File: config.mk
export PLATFORM = sky130hd
export DESIGN_NAME = tsc_multicycle_core
export DESIGN_NICKNAME = d
export VERILOG_FILES = /design/src/rtl/tsc_multicycle_core.sv
export SDC_FILE = /design/constraint.sdc
export NUM_CORES = 1
export LEC_CHECK = 0
export ABC_CLOCK_PERIOD_IN_PS = 3700
export CAP_MARGIN = 30
export CORE_AREA = 3 3 181 183
export DETAILED_ROUTE_END_ITERATION = 8
export DIE_AREA = 0 0 184 186
export GPL_TIMING_DRIVEN = 0
export HOLD_SLACK_MARGIN = 0.03
export PLACE_DENSITY = 0.57
export SLEW_MARGIN = 20
export SYNTH_ARGS = -nofsm -noshare
export SYNTH_HDL_FRONTEND = slang
export SYNTH_SLANG_ARGS = --single-unit
File: constraint.sdc
create_clock -name clk -period 3.7 [get_ports clk]
set_input_delay 0.555 -clock clk [delete_from_list [all_inputs] [get_ports clk]]
set_output_delay 0.555 -clock clk [all_outputs]
set_load 0.02 [all_outputs]
File: src/rtl/tsc_multicycle_core.sv
// tsc_multicycle_core: multi-cycle TSC CPU (FETCH/DECODE/EXEC/WB/HALT).
// Instructions arrive over a req/ack port; four registers of WORD_SIZE bits.
// Optional feature macro NUM_INST_EN adds the num_inst retired-instruction
// counter port. It is absent when the macro is undefined.
module tsc_multicycle_core #(
   parameter int WORD_SIZE = 16,
   parameter int PC_WIDTH  = 8,
   parameter int RESET_PC  = 0
) (
   input  logic                 clk,
   input  logic                 reset_cpu,
   input  logic                 cpu_enable,
   input  logic                 wwd_enable,
   input  logic [1:0]           register_selection,
   output logic                 imem_req,
   output logic [PC_WIDTH-1:0]  imem_addr,
   input  logic                 imem_ack,
   input  logic [15:0]          imem_data,
   output logic [WORD_SIZE-1:0] output_port,
   output logic [7:0]           PC_below8bit,
`ifdef NUM_INST_EN
   output logic [WORD_SIZE-1:0] num_inst,
`endif
   output logic                 halted
);

   typedef enum logic [2:0] {S_FETCH, S_DECODE, S_EXEC, S_WB, S_HALT} state_t;

   localparam logic [3:0] OP_BNE = 4'd0, OP_BEQ = 4'd1, OP_ADI = 4'd4, OP_ORI = 4'd5,
                          OP_LHI = 4'd6, OP_JMP = 4'd9, OP_R   = 4'd15;

   state_t               state, state_nx;
   logic [PC_WIDTH-1:0]  pc, npc;
   logic [15:0]          ir;
   logic [WORD_SIZE-1:0] regs [4];
   logic [WORD_SIZE-1:0] a, b, result, wwd_reg;
   logic [1:0]           wr_addr;
   logic                 wr_en, is_wwd, is_hlt;

   // decoded fields
   logic [3:0] op;
   logic [1:0] rs, rt, rd;
   logic [5:0] func;
   logic [7:0] imm;
   assign op   = ir[15:12];
   assign rs   = ir[11:10];
   assign rt   = ir[9:8];
   assign rd   = ir[7:6];
   assign func = ir[5:0];
   assign imm  = ir[7:0];

   // execute-stage combinational results
   logic [WORD_SIZE-1:0] alu_res;
   logic [PC_WIDTH-1:0]  alu_npc, pc_inc, br_off;
   logic [1:0]           alu_waddr;
   logic                 alu_we, alu_wwd, alu_hlt;
   logic [15:0]          imm_s16;
   logic [WORD_SIZE-1:0] imm_sx, imm_zx, imm_hi;

   assign imm_s16 = 16'($signed(imm));
   assign br_off  = imm_s16[PC_WIDTH-1:0];
   assign pc_inc  = pc + PC_WIDTH'(1);
   assign imm_sx  = WORD_SIZE'($signed(imm));
   assign imm_zx  = WORD_SIZE'(imm);
   assign imm_hi  = WORD_SIZE'({imm, 8'h00});

   assign imem_addr = pc;
   assign halted    = (state == S_HALT);

   generate
      if (PC_WIDTH >= 8) begin : g_pc_lo
         assign PC_below8bit = pc[7:0];
      end else begin : g_pc_zx
         assign PC_below8bit = {{(8 - PC_WIDTH){1'b0}}, pc};
      end
   endgenerate

   // state register
   always_ff @(posedge clk) begin
      if (reset_cpu) state <= S_FETCH;
      else           state <= state_nx;
   end

   // next-state and fetch request; no request while reset is held so a
   // fetch is never granted in a cycle whose result is discarded
   always_comb begin
      state_nx = state;
      imem_req = 1'b0;
      case (state)
         S_FETCH: begin
            imem_req = cpu_enable && !reset_cpu;
            if (imem_req && imem_ack) state_nx = S_DECODE;
         end
         S_DECODE: state_nx = S_EXEC;
         S_EXEC:   state_nx = S_WB;
         S_WB:     state_nx = is_hlt ? S_HALT : S_FETCH;
         S_HALT:   state_nx = S_HALT;
         default:  state_nx = S_FETCH;
      endcase
   end

   // ALU, branch and jump resolution from latched operands
   always_comb begin
      alu_res   = '0;
      alu_we    = 1'b0;
      alu_waddr = rt;
      alu_npc   = pc_inc;
      alu_wwd   = 1'b0;
      alu_hlt   = 1'b0;
      case (op)
         OP_BNE: if (a != b) alu_npc = pc_inc + br_off;
         OP_BEQ: if (a == b) alu_npc = pc_inc + br_off;
         OP_ADI: begin alu_res = a + imm_sx; alu_we = 1'b1; end
         OP_ORI: begin alu_res = a | imm_zx; alu_we = 1'b1; end
         OP_LHI: begin alu_res = imm_hi;     alu_we = 1'b1; end
         OP_JMP: alu_npc = ir[PC_WIDTH-1:0];
         OP_R: begin
            alu_waddr = rd;
            alu_we    = 1'b1;
            case (func)
               6'd0:  alu_res = a + b;
               6'd1:  alu_res = a - b;
               6'd2:  alu_res = a & b;
               6'd3:  alu_res = a | b;
               6'd4:  alu_res = ~a;
               6'd5:  alu_res = ~a + WORD_SIZE'(1);
               6'd6:  alu_res = {a[WORD_SIZE-2:0], 1'b0};
               6'd7:  alu_res = {a[WORD_SIZE-1], a[WORD_SIZE-1:1]};
               6'd28: begin alu_res = a; alu_we = 1'b0; alu_wwd = 1'b1; end
               6'd29: begin alu_we = 1'b0; alu_hlt = 1'b1; alu_npc = pc; end
               default: alu_we = 1'b0;
            endcase
         end
         default: ;
      endcase
   end

   // datapath: IR capture, operand latch, execute results, write-back
   always_ff @(posedge clk) begin
      if (reset_cpu) begin
         pc      <= PC_WIDTH'(RESET_PC);
         ir      <= '0;
         a       <= '0;
         b       <= '0;
         result  <= '0;
         npc     <= '0;
         wr_addr <= '0;
         wr_en   <= 1'b0;
         is_wwd  <= 1'b0;
         is_hlt  <= 1'b0;
         wwd_reg <= '0;
         for (int i = 0; i < 4; i++) regs[i] <= '0;
      end else begin
         case (state)
            S_FETCH: if (imem_req && imem_ack) ir <= imem_data;
            S_DECODE: begin
               a <= regs[rs];
               b <= regs[rt];
            end
            S_EXEC: begin
               result  <= alu_res;
               npc     <= alu_npc;
               wr_addr <= alu_waddr;
               wr_en   <= alu_we;
               is_wwd  <= alu_wwd;
               is_hlt  <= alu_hlt;
            end
            S_WB: begin
               if (wr_en)  regs[wr_addr] <= result;
               if (is_wwd) wwd_reg <= result;
               pc <= npc;
            end
            default: ;
         endcase
      end
   end

`ifdef NUM_INST_EN
   // retired-instruction counter, HLT excluded
   always_ff @(posedge clk) begin
      if (reset_cpu)                  num_inst <= '0;
      else if (state == S_WB && !is_hlt) num_inst <= num_inst + WORD_SIZE'(1);
   end
`endif

   // registered display mux
   always_ff @(posedge clk) begin
      if (reset_cpu) output_port <= '0;
      else           output_port <= wwd_enable ? wwd_reg : regs[register_selection];
   end

endmodule
# Word level (Yosys, flattened, before mapping)
# Memories as Yosys holds them, arrays and structs flattened. A register that Yosys moved wholly into a read port is not among the register bits.
# Index checks and enable logic that the tools add are counted.
[totals]
reg_bits = 88
latch_bits = 0
ramBits = 64
mem_bits_ro = 0
inputBits = 23
output_inout_bits = 34
wordCells = 83
mem_count = 1
[memory_table]
columns = ["memory", "depth", "word_bits", "read_ports", "rd_clocked_by_memory_dff", "write_ports", "line_no", "text"]
rows = [
  ["regs", 4, 16, 3, 2, 4, "35", "logic [WORD_SIZE-1:0] regs [4];"],
]
[op_classes]
n_addsub = 6
mul = 0
div = 0
magnitude_cmp = 0
n_eq_ne = 22
n_shift = 0
n_mux = 27
bitwise_logic = 4
n_reduce_logical = 12
[ops]
columns = ["operator", "count"]
rows = [
  ["one-hot mux 16 bit (9 select lines)", 1],
  ["one-hot mux 16 bit (4 select lines)", 1],
  ["adder 16 bit", 2],
  ["2-to-1 mux 16 bit", 2],
  ["one-hot mux 8 bit (4 select lines)", 1],
  ["== test 6 x 3 -> 1 bit (second input constant)", 4],
  ["2-to-1 mux 8 bit", 3],
  ["adder 16 x 1 -> 16 bit (second input constant)", 1],
  ["bitwise AND 16 bit", 1],
  ["== test 16 bit", 1],
  ["!= test 16 bit", 1],
  ["NOT 16 bit", 1],
  ["bitwise OR 16 bit", 1],
  ["bitwise OR 16 x 8 -> 16 bit", 1],
  ["OR reduction 16 bit", 1],
  ["subtractor 16 bit", 1],
  ["one-hot mux 3 bit (5 select lines)", 1],
  ["2-to-1 mux 1 bit", 13],
  ["== test 4 x 3 -> 1 bit (second input constant)", 3],
  ["== test 6 x 2 -> 1 bit (second input constant)", 2],
  ["== test 6 x 5 -> 1 bit (second input constant)", 2],
  ["adder 8 x 1 -> 8 bit (second input constant)", 1],
  ["adder 8 bit", 1],
  ["== test 4 bit (second input constant)", 2],
  ["other kinds (17)", 23],
]

# Depth between registers and ports, before layout
[logic_depth]
word_depth = 6
mapped_depth = 12
mapped_depth_nobuf = 12

# Least setup slack after synthesis
# Ideal clock, no wire load.
[synth_path]
kind = "register to register"
startpoint = "reg a[8], read port of regs"
endpoint = "reg npc[2]"
setup_time_ns = 0.132
arrival_time_ns = 2.833
required_ns = 3.568
slack_ns = 0.736
stages_incl_launch_ff = 13
n_path_buf = 2
period_less_slack_ns = 2.964
cell_sequence = "dfxtp_1 -> clkbuf_1 -> inv_1 -> ha_1 -> buf_2 -> nor3_1 -> nand4_1 -> o21ai_0 -> or3b_1 -> a211oi_2 -> nor2_1 -> a221oi_1 -> nor3_1"
[synth_between]
elab_chain_cells = 3
elab_cells_between_ends = 5
cone_classes = "eq/ne (2); mux (3)"
[synth_lines]
columns = ["element", "line_no", "text"]
rows = [
  ["from (decl)", "36", "logic [WORD_SIZE-1:0] a, b, result, wwd_reg;"],
  ["== test 16 bit or != test 16 bit (tied branches)", "112, 111", ""],
  ["2-to-1 mux 8 bit, on equally long branches", "112, 111", ""],
  ["one-hot mux 8 bit (4 select lines) *", "110", "case (op)"],
  ["to (signal assigned)", "162", "npc <= alu_npc;"],
  ["to (decl)", "33", "logic [PC_WIDTH-1:0] pc, npc;"],
]
# Every way passes the cells marked *; elsewhere a longest branch is shown, timed or not.
# A chain may end at the register's enable or synchronous reset.

# Final worst setup path
[layout_path]
startpoint = "reg a[6], read port of regs"
endpoint = "reg npc[7]"
# Same word-level chain as after synthesis.

==> impl_metrics.csv <==
group,metric,value,unit
placement,io_buffers,53,
worst_hold_path,hold_path_class,"reg2reg",
layout,fin_util,45.34,%
global_routing,first_global_vias,10494,
setup_path,cp.arrival,3.93,ns
layout,fill_cells,3050,
setup_path,cp-end-kind,"register",
global_routing,grt.overflow.total,0,
setup_path,reg2reg_depth,12,
sta,fin_crit_sh,97.74,%
cts,cts_root_buf,"clkbuf_16",
yosys,avgSynthCellArea,9.104,sq um
cts,path_clk_slew,0.07,ns
yosys,synth_cells,1374,
floorplanning,die_x,184,microns
layout,drive_gt1_share,11.26,%
cts,htree_num_levels,4,
sta,hold_violations,0,
setup_path,crit_chain,"buf_2, inv_1, ha_1, nor3_2, nand4_1, buf_4, o21ai_0, or3b_1, a211oi_2, nor2_2, a221oi_1, nor3_1",
yosys,ys_types,80,
cts,clk_latency,0.45,ns
global_routing,antenna_found_initial,0,
sta,setup_viol,0,
pwr,irDropWorstVdd,0.3329,mV
route,drt_iter0_markers,1149,
floorplanning,io_pins,57,
yosys,ys_ff_latch,184,
sta,rsz0062_at_grt,"false",
sta,max_slew_margin,33.35,%
floorplanning,dieArea,34220,sq um
yosys,async_flop_share,0,%
route,drc,0,
yosys,yosysSeqAreaShare,34.57,%
cts,clock_path_buffers,2,
setup_path,required,4.01,ns
placement,routabilityCongestion,0.9300,
sta,fin_tns_setup,0,ns
pwr,p_leak,5.255,nW
setup_path,crit_fanout,10,
pwr,p_per_area,341.1,nW/um^2
layout,largest_register_ffs,64,
route,vias_per_cell,5.944,
setup_path,crit_slowest_cell,"ha_1",
sta,max_freq,0.2765,GHz
sta,tightest_slew,0.9977,ns
sta,slew_violations,0,
route,wl_per_cell,22.85,microns
floorplanning,die_h,186,microns
global_routing,grt_pass1_wl,64.85,mm
yosys,synth_edf_count,64,
setup_path,max_stage_delay,0.46,ns
setup_path,critPathKind,"reg2reg",
route,wirelength,42.67,mm
floorplanning,num_rows,65,
setup_path,crit_path_start_kind,"register",
outcome,outcome,"complete, no violations",
layout,top_register,"regs",
route,ant_nets,0,
cts,numCtsBuffers,17,
yosys,synth-main-ff-cell,"dfxtp_1",
run,cap_violations,0,
yosys,ys_warn_count,0,
sta,hold_slack,0.4507,ns
cts,ctsHoldBuffers,0,
layout,final_nets,1558,
sta,skew,0.01078,ns
layout,diodes,0,
route,via_count,11097,
floorplanning,core_area,31390,sq um
worst_hold_path,whs_path_depth,2,
yosys,netlist_area,12510,sq um
layout,area_growth,13.80,%
global_routing,track_usage,25.06,%
floorplanning,start_util,39.84,%
route,first_pass_iters,7,
sta,period_needed,3.616,ns
yosys,synth.net_count,1480,
global_routing,grt_max_degree,17,
setup_path,rrSetupSlack,0.08,ns
cts,cts.sinks,184,
cts,cts_tree,"yes",
placement,hpwlAfterDp,32.44,mm
## path summary, 6_finish.rpt
kind	from	end
worst min register to register	npc[2]$_SDFFE_PP0P_	PC_below8bit[2]$_SDFFE_PP0P_
worst max register to register	a[6]$_SDFFE_PP0P_	npc[7]$_SDFFE_PP0P_
worst min-delay path	npc[2]$_SDFFE_PP0P_	PC_below8bit[2]$_SDFFE_PP0P_
worst max-delay path	a[6]$_SDFFE_PP0P_	npc[7]$_SDFFE_PP0P_
## worst max-delay path: cells and delay by family, from the launching register on
| family | cells | cell delay, ns |
|---|---|---|
| adder cells (fa/ha/maj) | 1 | 0.46 |
| flip-flops | 1 | 0.44 |
| AND/OR/NAND/NOR | 5 | 1.17 |
| AO/OA/AOI/OAI | 3 | 0.84 |
| buffers and inverters | 3 | 0.56 |
## kinds of logic after synthesis
family | count (synthesis) | synth area share, %
xor gates and xnor gates | 32 | 2.351
adders and majority gates | 83 | 8.543
buffers and inverters | 170 | 5.642
AOI/OAI and AO/OA | 350 | 18.65
and+or+nand+nor | 469 | 18.55
muxes | 86 | 11.70
DFF | 184 | 34.57
## final cells by class
| cell class | count | area, sq um | share of cell area (%) |
|---|---|---|---|
| buffer | 102 | 465.4 | 3.270 |
| clock buffer | 21 | 461.7 | 3.243 |
| clock inverter | 11 | 71.32 | 0.5010 |
| inverter | 66 | 247.7 | 1.740 |
| multi-input combinational | 1020 | 7566 | 53.15 |
| sequential | 184 | 4325 | 30.39 |
| tap | 402 | 503.0 | 3.533 |
| timing repair buffer | 61 | 594.3 | 4.175 |
## Yosys cell counts, drive strengths merged (5+ instances only)
| cell type | instances | share of area [%] |
|---|---|---|
| nand2 | 185 | 5.6 |
| a21oi | 125 | 5.0 |
| dfxtp | 120 | 19 |
| nor2 | 93 | 2.9 |
| ha | 79 | 7.9 |
| clkbuf | 69 | 2.1 |
| and2 | 67 | 3.4 |
| inv | 66 | 2.0 |
| edfxtp | 64 | 15 |
| o21ai | 59 | 2.4 |
| mux4 | 48 | 8.6 |
| mux2i | 36 | 2.9 |
| buf | 35 | 1.6 |
| nor3 | 35 | 1.8 |
| xnor2 | 24 | 1.7 |
| a221oi | 22 | 1.5 |
| a211oi | 16 | 1.0 |
| a21o | 15 | 0.90 |
| nand3 | 15 | 0.60 |
| a221o | 12 | 0.96 |
| a22oi | 12 | 0.72 |
| o2111ai | 10 | 0.70 |
| a222oi | 8 | 0.64 |
| and3 | 8 | 0.40 |
| o21bai | 8 | 0.48 |
| nand2b | 7 | 0.35 |
| nor2b | 7 | 0.35 |
| nor3b | 7 | 0.42 |
| xor2 | 7 | 0.49 |
| nand4 | 6 | 0.30 |
| o211ai | 6 | 0.36 |
| o221ai | 6 | 0.42 |
| o31ai | 6 | 0.36 |
| or2 | 6 | 0.30 |
| or3 | 6 | 0.30 |
| nand3b | 5 | 0.30 |
| nor4 | 5 | 0.25 |
| nor4b | 5 | 0.47 |
| o22ai | 5 | 0.25 |
## through the flow
stage / std cells / total power [mW] / worst slack, ns / area (sq um)
6_report: 1867 / 4.855 / 0.08366 / 14230
5_1_grt: 1867 / 5.036 / 0.003273 / 14230
4_1_cts: 1864 / 4.832 / -0.04402 / 14140
3_5_place_dp: 1832 / 3.143 / -0.3989 / 13590
3_3_place_gp: 1829 / 3.136 / -0.4090 / 13540
2_1_floorplan: 1374 / 2.844 / 0.7355 / 12510
## power breakdown
| group | leakage, nW | internal, mW | switching [mW] |
|---|---|---|---|
| Combinational | 3.36 | 0.357 | 0.579 |
| Sequential | 1.63 | 2.15 | 0.0643 |
| Clock | 0.258 | 0.896 | 0.807 |
## layer usage
layer	up-vias	global-route usage, %	wire [microns]
met5	-	0	0
met4	0	6.471	860
met3	61	5.042	3386
met2	464	39.19	19250
met1	5414	35.67	19170
li1	5158	-	-
## what timing repair did
action,4_1_cts,5_1_grt
setup buffers,0,2
pin swaps,0,4
gates resized for setup,9,21
endpoints found under the setup margin,9,13
gates cloned,0,0
## cells in the final DEF (no fill, tap or decap), drive strengths merged, types with 35 or more instances in the layout
| cell | n |
|---|---|
| nand2 | 185 |
| a21oi | 125 |
| dfxtp | 120 |
| nor2 | 93 |
| clkbuf | 86 |
| ha | 79 |
| inv | 69 |
| and2 | 67 |
| edfxtp | 64 |
| o21ai | 59 |
| clkdlybuf4s50 | 53 |
| mux4 | 48 |
| buf | 45 |
| mux2i | 36 |
| nor3 | 35 |
Power figures use the tool's default switching activity.
